File: src/rtl/router_arb_pkg.sv
// Shared definitions for the router output-port arbiter family.
//   idx_w()     : width of a binary port index for n inputs (minimum 1)
//   weight_t    : per-input weight at the default weight width
//   err_code_t  : cause codes reserved for a future error-cause register
package router_arb_pkg;

  localparam int DEF_WEIGHT_W = 3;

  typedef logic [DEF_WEIGHT_W-1:0] weight_t;

  typedef enum logic [2:0] {
    ERR_NONE,
    ERR_HEAD_LOCKED,
    ERR_TAIL_UNLOCKED,
    ERR_HEAD_NO_GRANT,
    ERR_REQ_DROP
  } err_code_t;

  function automatic int idx_w(input int n);
    return (n <= 2) ? 1 : $clog2(n);
  endfunction

endpackage

File: src/rtl/rr_priority_picker.sv
// Circular find-first picker: rotate the request vector down by ptr,
// find the lowest set bit, then rotate the result back.
//   req : request vector
//   ptr : highest-priority position
//   gnt : one-hot grant (zero when req is zero)
//   idx : binary index of the granted input
//   any : at least one request present
module rr_priority_picker
  import router_arb_pkg::*;
#(
  parameter int NUM_IN = 5,
  parameter int IW     = idx_w(NUM_IN)
) (
  input  logic [NUM_IN-1:0] req,
  input  logic [IW-1:0]     ptr,
  output logic [NUM_IN-1:0] gnt,
  output logic [IW-1:0]     idx,
  output logic              any
);

  logic [NUM_IN-1:0] rot;
  logic [IW-1:0]     off;
  logic [IW:0]       sum;
  logic              found;

  always_comb begin
    // Doubling the vector makes the right shift a rotation.
    rot   = NUM_IN'({req, req} >> ptr);
    found = 1'b0;
    off   = '0;
    for (int i = 0; i < NUM_IN; i++) begin
      if (!found && rot[i]) begin
        found = 1'b1;
        off   = IW'(i);
      end
    end
    sum = {1'b0, ptr} + {1'b0, off};
    if (sum >= (IW+1)'(NUM_IN)) sum = sum - (IW+1)'(NUM_IN);
    idx = sum[IW-1:0];
    gnt = found ? (NUM_IN'(1) << idx) : '0;
    any = found;
  end

endmodule

File: src/rtl/router_wrr_arbiter.sv
// N-input wormhole arbiter for one router output port with weighted
// round-robin: the priority holder may win up to weight[i] consecutive
// packets before priority rotates. The grant is frozen while a packet
// is in flight; protocol violations raise a sticky error flag.
//   clk, rst        : clock, asynchronous active-high reset
//   request         : per-input flit-valid
//   weight          : packed per-input weights (0 behaves as 1)
//   forwarding_head : head flit of the granted packet moves this cycle
//   forwarding_tail : tail flit moves this cycle
//   grant           : one-hot or zero
//   grant_valid     : grant usable this cycle
//   locked          : packet in flight
//   burst_cnt       : packets already granted to the current holder
//   protocol_err    : sticky violation flag
module router_wrr_arbiter
  import router_arb_pkg::*;
#(
  parameter int NUM_IN   = 5,
  parameter int WEIGHT_W = 3
) (
  input  logic                       clk,
  input  logic                       rst,
  input  logic [NUM_IN-1:0]          request,
  input  logic [NUM_IN*WEIGHT_W-1:0] weight,
  input  logic                       forwarding_head,
  input  logic                       forwarding_tail,
  output logic [NUM_IN-1:0]          grant,
  output logic                       grant_valid,
  output logic                       locked,
  output logic [WEIGHT_W-1:0]        burst_cnt,
  output logic                       protocol_err
);

  localparam int IW = idx_w(NUM_IN);

  logic [NUM_IN-1:0]   saved_grant;
  logic [IW-1:0]       ptr;

  logic [NUM_IN-1:0]   pick_gnt;
  logic [IW-1:0]       pick_idx;
  logic                pick_any;

  rr_priority_picker #(.NUM_IN(NUM_IN), .IW(IW)) u_pick (
    .req (request),
    .ptr (ptr),
    .gnt (pick_gnt),
    .idx (pick_idx),
    .any (pick_any)
  );

  assign grant       = locked ? saved_grant : pick_gnt;
  assign grant_valid = locked ? |(request & saved_grant) : |request;

  // Event classification
  logic head_ok, tail_ok, err_now;
  assign head_ok = forwarding_head && !locked && pick_any;
  assign tail_ok = forwarding_tail && locked;
  assign err_now = (forwarding_head && locked)
                 || (forwarding_tail && !locked && !forwarding_head)
                 || (forwarding_head && !locked && !pick_any)
                 || (locked && !(|(request & saved_grant)));

  // Weighted round-robin bookkeeping for an accepted head
  logic [WEIGHT_W-1:0] w_raw;
  logic [WEIGHT_W:0]   w_eff, cnt_inc;
  logic [IW:0]         idx_inc;
  logic [IW-1:0]       next_after_g;
  logic [IW-1:0]       ptr_nxt;
  logic [WEIGHT_W-1:0] burst_nxt;

  always_comb begin
    w_raw = '0;
    for (int i = 0; i < NUM_IN; i++)
      if (pick_idx == IW'(i)) w_raw = weight[i*WEIGHT_W +: WEIGHT_W];
    w_eff   = (w_raw == '0) ? (WEIGHT_W+1)'(1) : {1'b0, w_raw};
    cnt_inc = {1'b0, burst_cnt} + (WEIGHT_W+1)'(1);

    idx_inc      = {1'b0, pick_idx} + (IW+1)'(1);
    next_after_g = (idx_inc == (IW+1)'(NUM_IN)) ? '0 : idx_inc[IW-1:0];

    ptr_nxt   = ptr;
    burst_nxt = burst_cnt;
    if (pick_idx == ptr) begin
      if (cnt_inc >= w_eff) begin
        ptr_nxt   = next_after_g;
        burst_nxt = '0;
      end else begin
        burst_nxt = cnt_inc[WEIGHT_W-1:0];
      end
    end else begin
      // Holder was idle and got skipped: the winner starts its own turn.
      if (w_eff == (WEIGHT_W+1)'(1)) begin
        ptr_nxt   = next_after_g;
        burst_nxt = '0;
      end else begin
        ptr_nxt   = pick_idx;
        burst_nxt = WEIGHT_W'(1);
      end
    end
  end

  always_ff @(posedge clk or posedge rst) begin
    if (rst) begin
      locked       <= 1'b0;
      saved_grant  <= '0;
      ptr          <= '0;
      burst_cnt    <= '0;
      protocol_err <= 1'b0;
    end else begin
      if (err_now) protocol_err <= 1'b1;
      if (head_ok) begin
        saved_grant <= pick_gnt;
        locked      <= ~forwarding_tail;
        ptr         <= ptr_nxt;
        burst_cnt   <= burst_nxt;
      end else if (tail_ok) begin
        locked      <= 1'b0;
        saved_grant <= '0;
      end
    end
  end

  a_onehot: assert property (@(posedge clk) disable iff (rst) $onehot0(grant));
  a_subset: assert property (@(posedge clk) disable iff (rst)
                             grant_valid |-> ((grant & ~request) == '0));

endmodule

File: config.mk
export PLATFORM = sky130hd
export DESIGN_NAME = router_wrr_arbiter
export DESIGN_NICKNAME = d
export VERILOG_FILES = /design/src/rtl/router_arb_pkg.sv /design/src/rtl/rr_priority_picker.sv /design/src/rtl/router_wrr_arbiter.sv
export SDC_FILE = /design/constraint.sdc
export NUM_CORES = 1
export LEC_CHECK = 0
export ABC_AREA = 1
export CAP_MARGIN = 5
export CELL_PAD_IN_SITES_DETAIL_PLACEMENT = 0
export CELL_PAD_IN_SITES_GLOBAL_PLACEMENT = 1
export CORE_MARGIN = 3
export CORE_UTILIZATION = 37
export CTS_CLUSTER_SIZE = 10
export DETAILED_ROUTE_END_ITERATION = 8
export PLACE_DENSITY_LB_ADDON = 0.1
export SETUP_SLACK_MARGIN = 0.1
export SLEW_MARGIN = 20
export SYNTH_ARGS = -nofsm -noshare
export SYNTH_HDL_FRONTEND = slang
export SYNTH_SLANG_ARGS = --single-unit
File: constraint.sdc
create_clock -name clk -period 6.3 [get_ports clk]
set_input_delay 1.26 -clock clk [delete_from_list [all_inputs] [get_ports clk]]
set_output_delay 1.26 -clock clk [all_outputs]
set_load 0.05 [all_outputs]
* Word-level counts from Yosys, hierarchy flattened
Index checks and enable logic that the tools add are counted.
Storage, ports and cells: bits in registers 13, input port bits 24, output and inout port bits 11, word-level logic and storage cells 82
Operators by class: add/sub/neg operators 4, $lt $le $gt $ge 2, eq/ne operators 8, shift-type cells 2, multiplexer cells 30, bitwise operators 2, reductions and logical operators 29
Operators with widths (count):
- $mux W3 | 14
- $mux W5 | 4
- $logic_and A1 B1 Y1 | 12
- $mux W1 | 10
- $reduce_or A5 Y1 | 2
- $shr A10 B3 Y5 | 1
- $add A3 B1 Y4 const B | 2
- $logic_not A1 Y1 | 8
- $eq A3 B1 Y1 const B | 2
- $eq A3 B2 Y1 const B | 2
- $logic_not A3 Y1 | 2
- $and A5 B5 Y5 | 1
- $shl A1 B3 Y5 const A | 1
- $add A3 B3 Y4 | 1
- $eq A4 B3 Y1 const B | 1
- $ge A4 B3 Y1 | 1
- $ge A4 B3 Y1 const B | 1
- $mux W2 | 2
- $eq A3 B3 Y1 | 1
- $eq A3 B3 Y1 const B | 1
- $logic_or A1 B1 Y1 | 3
- $sub A3 B3 Y3 const B | 1
- $ne A2 B1 Y1 const B | 1
- $reduce_and A2 Y1 | 1
- 2 further kinds | 2

* Longest topological paths before layout
Gate-level depths: netlist of the first run.
depth in word-level cells 28, mapped depth 42

* By module
Synthesis of the first run repeated with hierarchy kept, for this count alone.
Second synthesis, totals: cell total of the unflattened synthesis 287, area, all modules 1805.5 um^2
By module, submodules not included:
- router_wrr_arbiter | times used 1, cells each 162, area each 1147.4 um^2
- rr_priority_picker | times used 1, cells each 125, area each 658.1 um^2

* Least setup slack after synthesis of the first run
No wires, ideal clock.
path kind input to output, start point input request[1], end point output grant[0], data arrival time 5106 ps, slack -66 ps, stages 23, cells stage by stage inv_1 > o21ai_2 > nand2_1 > nand2_1 > nor2_1 > a31oi_2 > a21oi_1 > nor2_1 > ha_1 > inv_1 > fa_1 > ha_1 > inv_1 > o21ai_2 > nand2_1 > nand2_1 > nand2_4 > inv_1 > ha_1 > inv_1 > nor2_1 > nand2_1 > o21ai_0
On the way: longest elaborated chain between the ends 20, elaborated cells on any way between the ends 25, classes of those cells add/sub (2); order compare (1); shift (2); mux (12); reduce/logical (8)
Ends and longest elaborated chain:
- from (decl) | line router_wrr_arbiter.sv:23 | input logic [NUM_IN-1:0] request,
- $shr A10 B3 Y5 (*) | line rr_priority_picker.sv:28 | rot = NUM_IN'({req, req} >> ptr);
- $mux W1 | line rr_priority_picker.sv:32 | if (!found && rot[i]) begin
- $logic_not A1 Y1 | line rr_priority_picker.sv:32
- $logic_and A1 B1 Y1 | line rr_priority_picker.sv:32
- $mux W1 | line rr_priority_picker.sv:32
- $logic_not A1 Y1 | line rr_priority_picker.sv:32
- $logic_and A1 B1 Y1 | line rr_priority_picker.sv:32
- $mux W1 | line rr_priority_picker.sv:32
- [... 4 more ...]
- $logic_and A1 B1 Y1 | line rr_priority_picker.sv:32
- $mux W3 | line rr_priority_picker.sv:32
- $add A3 B3 Y4 | line rr_priority_picker.sv:37 | sum = {1'b0, ptr} + {1'b0, off};
- $ge A4 B3 Y1 / $sub A3 B3 Y3 (equally long branches) | line rr_priority_picker.sv:38 | if (sum >= (IW+1)'(NUM_IN)) sum = sum - (IW+1)'(NUM_IN);
- $mux W3 | line rr_priority_picker.sv:38
- $shl A1 B3 Y5 | line rr_priority_picker.sv:40 | gnt = found ? (NUM_IN'(1) << idx) : '0;
- $mux W5 (*) | line rr_priority_picker.sv:40
- $mux W5 (*) | line router_wrr_arbiter.sv:51 | assign grant = locked ? saved_grant : pick_gnt;
- to (decl) | line router_wrr_arbiter.sv:27 | output logic [NUM_IN-1:0] grant,
Mark *: on every way between the ends. The rest lies on a longest branch, timed or not.

* Worst setup path after layout of the first run
start point input request[3], end point output grant[0]
The elaborated chain is that of the path after synthesis.

==> load_flow_metrics.sql, run 1 <==
INSERT INTO impl_metrics (metric_group, metric, value, unit) VALUES
('run_status', 'status', 'completed', ''),
('final_layout', 'final_layout_size_suffix_gt1_share', '31.8', '%'),
('timing', 'number_of_failing_hold_endpoints_at_the_final_stage', '0', ''),
('floorplan', 'floorplan.rows', '24', ''),
('routing', 'routed_wl', '4250', 'um'),
('cts', 'clk_tree_root_cell', 'clkbuf_8', ''),
('logic_synthesis', 'asyncSetResetFlopFracSynth', '100', '%'),
('place', 'placedCellCount', '340', ''),
('timing', 'rsz0062_at_grt', 'false', ''),
('floorplan', 'core_region_area', '0.00447', 'mm2'),
('final_layout', 'layoutNonFillerInstCount', '354', ''),
('floorplan', 'die-width', '74.9', 'um'),
('floorplan', 'initial_core_util', '39.2', '%'),
('routing', 'routed_via_density', '4.81', ''),
('logic_synthesis', 'synth_top_flop_cell', 'dfrtp_1', ''),
('global_routing', 'gr-total-overflow', '0', ''),
('worst_setup_path', 'worstSetupPathType', 'in2out', ''),
('routing', 'drt.antenna.violating_nets', '0', ''),
('final_layout', 'area_growth_syn_to_layout', '45.3', '%'),
('logic_synthesis', 'postSynthRegisterBits', '13', ''),
('min_path', 'min_delay_worst_endpoint', 'protocol_err$_DFFE_PP0P_', ''),
('worst_setup_path', 'crit_path_end_kind', 'primary output', ''),
('worst_setup_path', 'setup.worst_path.start', 'request[3]', ''),
('cts', 'clkSinkCount', '13', ''),
('place', 'buffer_ports.inserted', '34', ''),
('cts', 'worst_skew_late_latency', '0.24', 'ns'),
('worst_setup_path', 'worst-endpoint-required', '5.04', 'ns'),
('logic_synthesis', 'postSynthNetCount', '285', ''),
('worst_setup_path', 'timing.reg2reg.setup_slack', '1.24', 'ns'),
('final_layout', 'antenna_cells_inserted', '0', ''),
('routing', 'avgRoutedWirePerCell', '12.0', 'um'),
('cts', 'clock_tree.buffer_depth', '2', ''),
('worst_setup_path', 'timing.rr.end', 'ptr[0]$_DFFE_PP0P_', ''),
('logic_synthesis', 'synth_top_cells_by_count', 'nand2_1, inv_1, nand3_1', ''),
('floorplan', 'floorplan.die_area', '0.00561', 'mm2'),
('timing', 'worst_slew_margin_rel', '53.4', '%'),
('logic_synthesis', 'synth_area', '0.00176', 'mm2'),
('logic_synthesis', 'count_of_mapped_cells_out_of_synthesis', '245', ''),
('min_path', 'worstHoldPathType', 'reg2reg', ''),
('global_routing', 'first_global_vias', '1432', ''),
('logic_synthesis', 'yosysTopAreaCell', 'dfrtp_1', ''),
('place', 'dpl.hpwl', '3460', 'um'),
('timing', 'post-route-period-util', '92.5', '%'),
('worst_setup_path', 'data_arrival_critical_path', '4.57', 'ns'),
('worst_setup_path', 'worst-path-max-fanout', '5', ''),
('timing', 'worst_pin_slew', '0.682', 'ns'),
('timing', 'worst_case_clock_skew', '0.00542', 'ns'),
('cts', 'clock_buffer_count_from_cts', '3', ''),
('logic_synthesis', 'seq_area_frac_synth', '18.5', '%'),
('timing', 'setup_violations', '0', ''),
('cts', 'cts_tree', 'yes', ''),
('logic_synthesis', 'yosysTopAreaCellShare', '18.5', '%'),
('final_layout', 'finish.utilization', '57.0', '%'),
('worst_setup_path', 'reg2reg_from', 'ptr[0]$_DFFE_PP0P_', ''),
('place', 'place.gp.congestion', '0.766', ''),
('min_path', 'hold_path_startpoint', 'protocol_err$_DFFE_PP0P_', ''),
('global_routing', 'grt_first_pass_wirelength', '6840', 'um'),
('global_routing', 'pin_count_of_the_biggest_net_entering_global_routing', '14', ''),
('min_path', 'min_delay_path_depth', '2', ''),
('global_routing', 'track_usage', '15.6', '%'),
('final_layout', 'design_area', '0.00255', 'mm2'),
('timing', 'timing_max_transition_violations_final', '0', ''),
('logic_synthesis', 'synth.most_common_cell', 'nand2_1', ''),
('final_layout', 'nets_final', '343', ''),
('routing', 'remaining_drc_errors', '0', ''),
('place', 'dpl_cell_area', '0.00227', 'mm2'),
('logic_synthesis', 'number_of_enable_flip_flop_cells_after_synthesis', '0', ''),
('routing', 'drtPass1Iterations', '4', ''),
('timing', 'holdWs', '0.495', 'ns'),
('floorplan', 'vertical_extent_of_the_die', '74.9', 'um'),
('timing', 'timing.fmax', '172', 'MHz');
==> routing by layer <==
layer  vias up  wire, um  track usage [%]
li1        926         -                -
met1       742      2100             23.5
met2        29      1990             23.8
met3         4       140             1.47
met4         0        28             4.15
met5         -         0                0
==> cell type report <==
type | count | area (um2)
clock buffers | 4 | 45.0
fillers | 428 | 1920
inverters | 45 | 191
multi-input cells | 184 | 1360
flip-flops and latches | 13 | 325
well taps | 52 | 65.1
repair buffers | 56 | 568
==> through the flow <==
step | setup TNS (ns) | setup WS, ns
4_1_cts | 0 | 0.0910
5_1_grt | 0 | 0.212
2_1_floorplan | 0 | 0.312
3_5_place_dp | -0.124 | -0.0826
6_report | 0 | 0.472
3_3_place_gp | -0.0612 | -0.0565
==> state kept, by name (all words and copies together), names as in the netlist <==
| register | cells |
|---|---|
| saved_grant | 5 |
| burst_cnt | 3 |
| ptr | 3 |
| locked | 1 |
| protocol_err | 1 |
==> cell families (layout without fill, tap and decap cells) <==
kind of cell               count (synthesis)  after routing  share of synthesized area (%)
and+or+nand+nor                          127            127                           39.3
buffers and inverters                     48            105                           11.8
AOI/OAI and AO/OA                         37             37                           15.0
adders and majority gates                 16             16                           11.8
DFF                                       13             13                           18.5
xor gates and xnor gates                   4              4                           3.49
==> critical path, stage by stage <==
cell            delay [ns]
dlymetal6s2s_1        0.12
inv_1                 0.08
o21ai_2               0.15
nand2_1               0.08
nand2_2               0.09
nor2_1                0.05
a31oi_2               0.18
a21oi_1               0.06
nor2_1                0.13
ha_2                  0.19
inv_1                 0.05
fa_1                  0.57
ha_2                  0.21
inv_2                 0.05
o21ai_4               0.17
nand2_2               0.09
nand2_2               0.09
nand2_4               0.10
inv_6                 0.10
ha_4                  0.14
inv_4                 0.05
nor2_4                0.13
nand2_2               0.07
o21ai_2               0.18
buf_12                0.15
==> timing repair <==
item,CTS,global route
setup endpoints to repair,4,11
resized for setup,6,45
pin swaps,1,17
setup buffers,1,9
==> how the worst max path moves through the flow <==
| stage | slack, ns | endpoint | depth (start not counted) |
|---|---|---|---|
| after floorplan | 0.31 | grant[0] | 23 |
| after global placement | -0.06 | grant[0] | 25 |
| final | 0.47 | grant[0] | 25 |
| after detailed placement | -0.08 | grant[0] | 25 |
| after global routing | 0.21 | grant[0] | 26 |
| after CTS | 0.09 | grant[4] | 26 |
==> cells in the final DEF (no fill, tap or decap), types with 5 or more instances in the layout <==
cell and n:
buf_12 5, buf_4 22, clkdlybuf4s50_1 24, dfrtp_1 13
dlymetal6s2s_1 5, ha_1 8, ha_4 5, inv_1 31
inv_2 8, nand2_1 57, nand2_2 8, nand2_4 7
nand3_1 20, nand4_1 7, nor2_1 12, o21ai_2 11
o22ai_1 6
Power of run 1 is left out: the tool's default activity adds up to more than one toggle a clock period on the data nets, which glitch-free logic cannot reach.
==> run 2: changes to the inputs <==
--- a/config.mk
+++ b/config.mk
@@ -9,13 +9,14 @@
 export CAP_MARGIN = 5
 export CELL_PAD_IN_SITES_DETAIL_PLACEMENT = 0
 export CELL_PAD_IN_SITES_GLOBAL_PLACEMENT = 1
+export CORE_ASPECT_RATIO = 1.75
 export CORE_MARGIN = 3
-export CORE_UTILIZATION = 37
-export CTS_CLUSTER_SIZE = 10
+export CORE_UTILIZATION = 36
 export DETAILED_ROUTE_END_ITERATION = 8
 export PLACE_DENSITY_LB_ADDON = 0.1
 export SETUP_SLACK_MARGIN = 0.1
 export SLEW_MARGIN = 20
 export SYNTH_ARGS = -nofsm -noshare
 export SYNTH_HDL_FRONTEND = slang
+export SYNTH_HIERARCHICAL = 1
 export SYNTH_SLANG_ARGS = --single-unit
==> run 2 against run 1 <==
  * Flip-flop and latch count did not move
  * Largest cell class unchanged
  * Sequential share of layout area is 0.78 points higher
  * Die area rose by 5.8%
==> load_flow_metrics.sql, run 2 <==
INSERT INTO impl_metrics (metric_group, metric, value, unit) VALUES
('worst_setup_path', 'worst-path-max-fanout', '10', ''),
('final_layout', 'reg.largest.list', 'saved_grant x5, burst_cnt x3, ptr x3', ''),
('run', 'max_cap_violations', '0', ''),
('global_routing', 'first_global_vias', '1874', ''),
('routing', 'remaining_drc_errors', '0', ''),
('logic_synthesis', 'yosysTopAreaCellShare', '18.0', '%'),
('min_path', 'min_delay_path_depth', '1', ''),
('final_layout', 'largest_register_ffs', '5', ''),
('cts', 'clock_buffer_count_from_cts', '3', ''),
('cts', 'clk_tree_root_cell', 'clkbuf_8', ''),
('floorplan', 'die-width', '59.5', 'um'),
('logic_synthesis', 'yosysTopAreaCell', 'dfrtp_1', ''),
('final_layout', 'final_layout_size_suffix_gt1_share', '19.6', '%'),
('timing', 'time_the_final_worst_path_needs_with_i_o_delays_and_setup', '5.68', 'ns'),
('timing', 'worst_case_clock_skew', '0.00224', 'ns'),
('final_layout', 'design_area', '0.00240', 'mm2'),
('final_layout', 'top_register', 'saved_grant', ''),
('place', 'buffer_ports.inserted', '34', ''),
('final_layout', 'antenna_cells_inserted', '0', ''),
('cts', 'cts_tree', 'yes', ''),
('timing', 'setup_violations', '0', ''),
('worst_setup_path', 'timing.rr.end', 'ptr[0]$_DFFE_PP0P_', ''),
('run_status', 'status', 'completed', ''),
('place', 'dpl.hpwl', '3750', 'um'),
('global_routing', 'track_usage', '15.7', '%'),
('global_routing', 'pin_count_of_the_biggest_net_entering_global_routing', '16', ''),
('min_path', 'worstHoldPathType', 'reg2reg', ''),
('cts', 'clkSinkCount', '13', ''),
('floorplan', 'initial_core_util', '38.0', '%'),
('timing', 'finalWorstSetupSlack', '0.623', 'ns'),
('cts', 'worst_skew_late_latency', '0.23', 'ns'),
('min_path', 'hold_path_startpoint', 'protocol_err$_DFFE_PP0P_', ''),
('logic_synthesis', 'postSynthRegisterBits', '13', ''),
('logic_synthesis', 'seq_area_frac_synth', '18.0', '%'),
('timing', 'timing.fmax', '176', 'MHz'),
('timing', 'worst_slew_margin_rel', '62.7', '%'),
('worst_setup_path', 'timing.reg2reg.setup_slack', '1.21', 'ns'),
('cts', 'cts-hold-fix-buffers', '0', ''),
('floorplan', 'floorplan.die_area', '0.00593', 'mm2'),
('floorplan', 'vertical_extent_of_the_die', '99.7', 'um'),
('place', 'dpl_cell_area', '0.00235', 'mm2'),
('logic_synthesis', 'count_of_distinct_cell_types_in_the_synthesized_netlist', '34', ''),
('routing', 'detailedRoute.firstIterationViolations', '56', ''),
('logic_synthesis', 'synth_area', '0.00181', 'mm2'),
('worst_setup_path', 'startpoint_type_of_the_worst_setup_path', 'input pin', ''),
('final_layout', 'nets_final', '377', ''),
('logic_synthesis', 'synth_top_flop_cell', 'dfrtp_1', ''),
('cts', 'cts.clk_slew.worst_paths', '0.05', 'ns'),
('routing', 'drt.antenna.violating_nets', '0', ''),
('final_layout', 'area_growth_syn_to_layout', '33.1', '%'),
('timing', 'post-route-period-util', '90.1', '%'),
('worst_setup_path', 'path_common_cell', 'inv_1', ''),
('logic_synthesis', 'synth_top_cells_by_count', 'nand2_1, inv_1, nand3_1', ''),
('timing', 'rsz0062_at_grt', 'false', ''),
('logic_synthesis', 'post_synth.cell_area_avg', '6.29', 'um2'),
('cts', 'ctsHtreeMaxLevel', '1', ''),
('routing', 'drtPass1Iterations', '4', ''),
('global_routing', 'grt_antenna_before_repair', '0', ''),
('worst_setup_path', 'cpPeakStageDelay', '0.56', 'ns'),
('min_path', 'min_delay_worst_endpoint', 'protocol_err$_DFFE_PP0P_', ''),
('global_routing', 'grt_first_pass_wirelength', '7590', 'um'),
('worst_setup_path', 'worst-endpoint-required', '5.04', 'ns'),
('worst_setup_path', 'reg2reg_from', 'ptr[0]$_DFFE_PP0P_', ''),
('global_routing', 'gr-total-overflow', '0', ''),
('logic_synthesis', 'synth.most_common_cell', 'nand2_1', ''),
('timing', 'timing_max_transition_violations_final', '0', ''),
('final_layout', 'layoutNonFillerInstCount', '388', ''),
('worst_setup_path', 'data_arrival_critical_path', '4.42', 'ns'),
('routing', 'route.vias.total', '1861', ''),
('logic_synthesis', 'asyncSetResetFlopFracSynth', '100', '%'),
('place', 'place.gp.congestion', '0.782', ''),
('final_layout', 'most-common-layout-cells', 'nand2_1, inv_1, nand3_1, clkdlybuf4s50_1, nor2_1', ''),
('worst_setup_path', 'crit_path_end_kind', 'primary output', ''),
('floorplan', 'floorplan.rows', '33', ''),
('logic_synthesis', 'postSynthNetCount', '327', ''),
('place', 'placedCellCount', '384', ''),
('routing', 'avgRoutedWirePerCell', '11.2', 'um'),
('routing', 'routed_via_density', '4.80', ''),
('place', 'post-place-ws', '-0.0934', 'ns'),
('timing', 'number_of_failing_hold_endpoints_at_the_final_stage', '0', ''),
('logic_synthesis', 'synth-warning-count', '6', ''),
('timing', 'worst_pin_slew', '0.554', 'ns'),
('worst_setup_path', 'worstRegToRegCells', '40', ''),
('worst_setup_path', 'worstSetupPathType', 'in2out', ''),
('worst_setup_path', 'critical_path.slowest_cell', 'fa_2', ''),
('logic_synthesis', 'number_of_enable_flip_flop_cells_after_synthesis', '0', ''),
('logic_synthesis', 'synth.top_cells.by_area', 'dfrtp_1, nand2_1, inv_1', ''),
('floorplan', 'ioPinCount', '35', ''),
('cts', 'clock_tree.buffer_depth', '2', ''),
('floorplan', 'core_region_area', '0.00475', 'mm2'),
('routing', 'routed_wl', '4330', 'um'),
('logic_synthesis', 'count_of_mapped_cells_out_of_synthesis', '287', ''),
('final_layout', 'final_common_cell', 'nand2_1', '');
-- run 2: worst max-delay path by stage --
| stage | from | endpoint | slack, ns | cells past startpoint |
|---|---|---|---|---|
| 6_report | request[0] | grant[4] | 0.62 | 26 |
| 2_1_floorplan | request[3] | grant[1] | 0.48 | 23 |
| 3_3_place_gp | request[4] | burst_cnt[2]$_DFFE_PP0P_ | -0.02 | 39 |
| 4_1_cts | request[4] | burst_cnt[2]$_DFFE_PP0P_ | 0.14 | 39 |
| 3_5_place_dp | request[4] | burst_cnt[2]$_DFFE_PP0P_ | -0.09 | 39 |
| 5_1_grt | request[0] | ptr[2]$_DFFE_PP0P_ | 0.11 | 41 |
-- run 2: layout make-up --
class / count / area, um2
inverter: 60 / 228
multi-input combinational: 211 / 1250
timing repair buffer: 48 / 485
sequential: 13 / 325
fill: 504 / 2350
tap: 52 / 65.1
clock buffer: 4 / 45.0
-- run 2: metal layers --
metal | vias to the layer above | GRT usage [%] | share of wire [%]
met2 | 20 | 33.0 | 62
li1 | 994 | - | -
met5 | - | 0 | 0
met1 | 845 | 15.9 | 36
met3 | 2 | 0.779 | 1.6
met4 | 0 | 2.73 | 0.37
-- run 2: cell families after synthesis --
family / after synthesis / synth area share, %
buf+inv: 63 / 13.7
simple gates: 161 / 43.1
xor+xnor: 4 / 1.94
compound gates: 30 / 11.8
fa+ha+maj: 16 / 11.5
flops: 13 / 18.0
-- run 2: critical path: cells and delay by family --
family	cells	cell delay, ns
and+or+nand+nor	12	1.07
buffers and inverters	9	0.73
AOI/OAI and AO/OA	2	0.47
adders and majority gates	3	0.87
-- run 2: through the flow --
stage                     util [%]  hold WS, ns  setup TNS [ns]
after CTS                     50.4        0.509               0
after floorplan                  -        0.524               0
after global routing          50.6        0.538               0
final                         50.6        0.493               0
after global placement        49.4        0.459         -0.0421
after detailed placement      49.4        0.498          -0.320
-- run 2: timing repair --
| item | CTS | global route |
|---|---|---|
| pin swaps | 0 | 3 |
| setup buffers | 0 | 0 |
| resized for setup | 1 | 13 |
| endpoints found under the setup margin | 1 | 11 |
Power of run 2 is left out for the same reason.
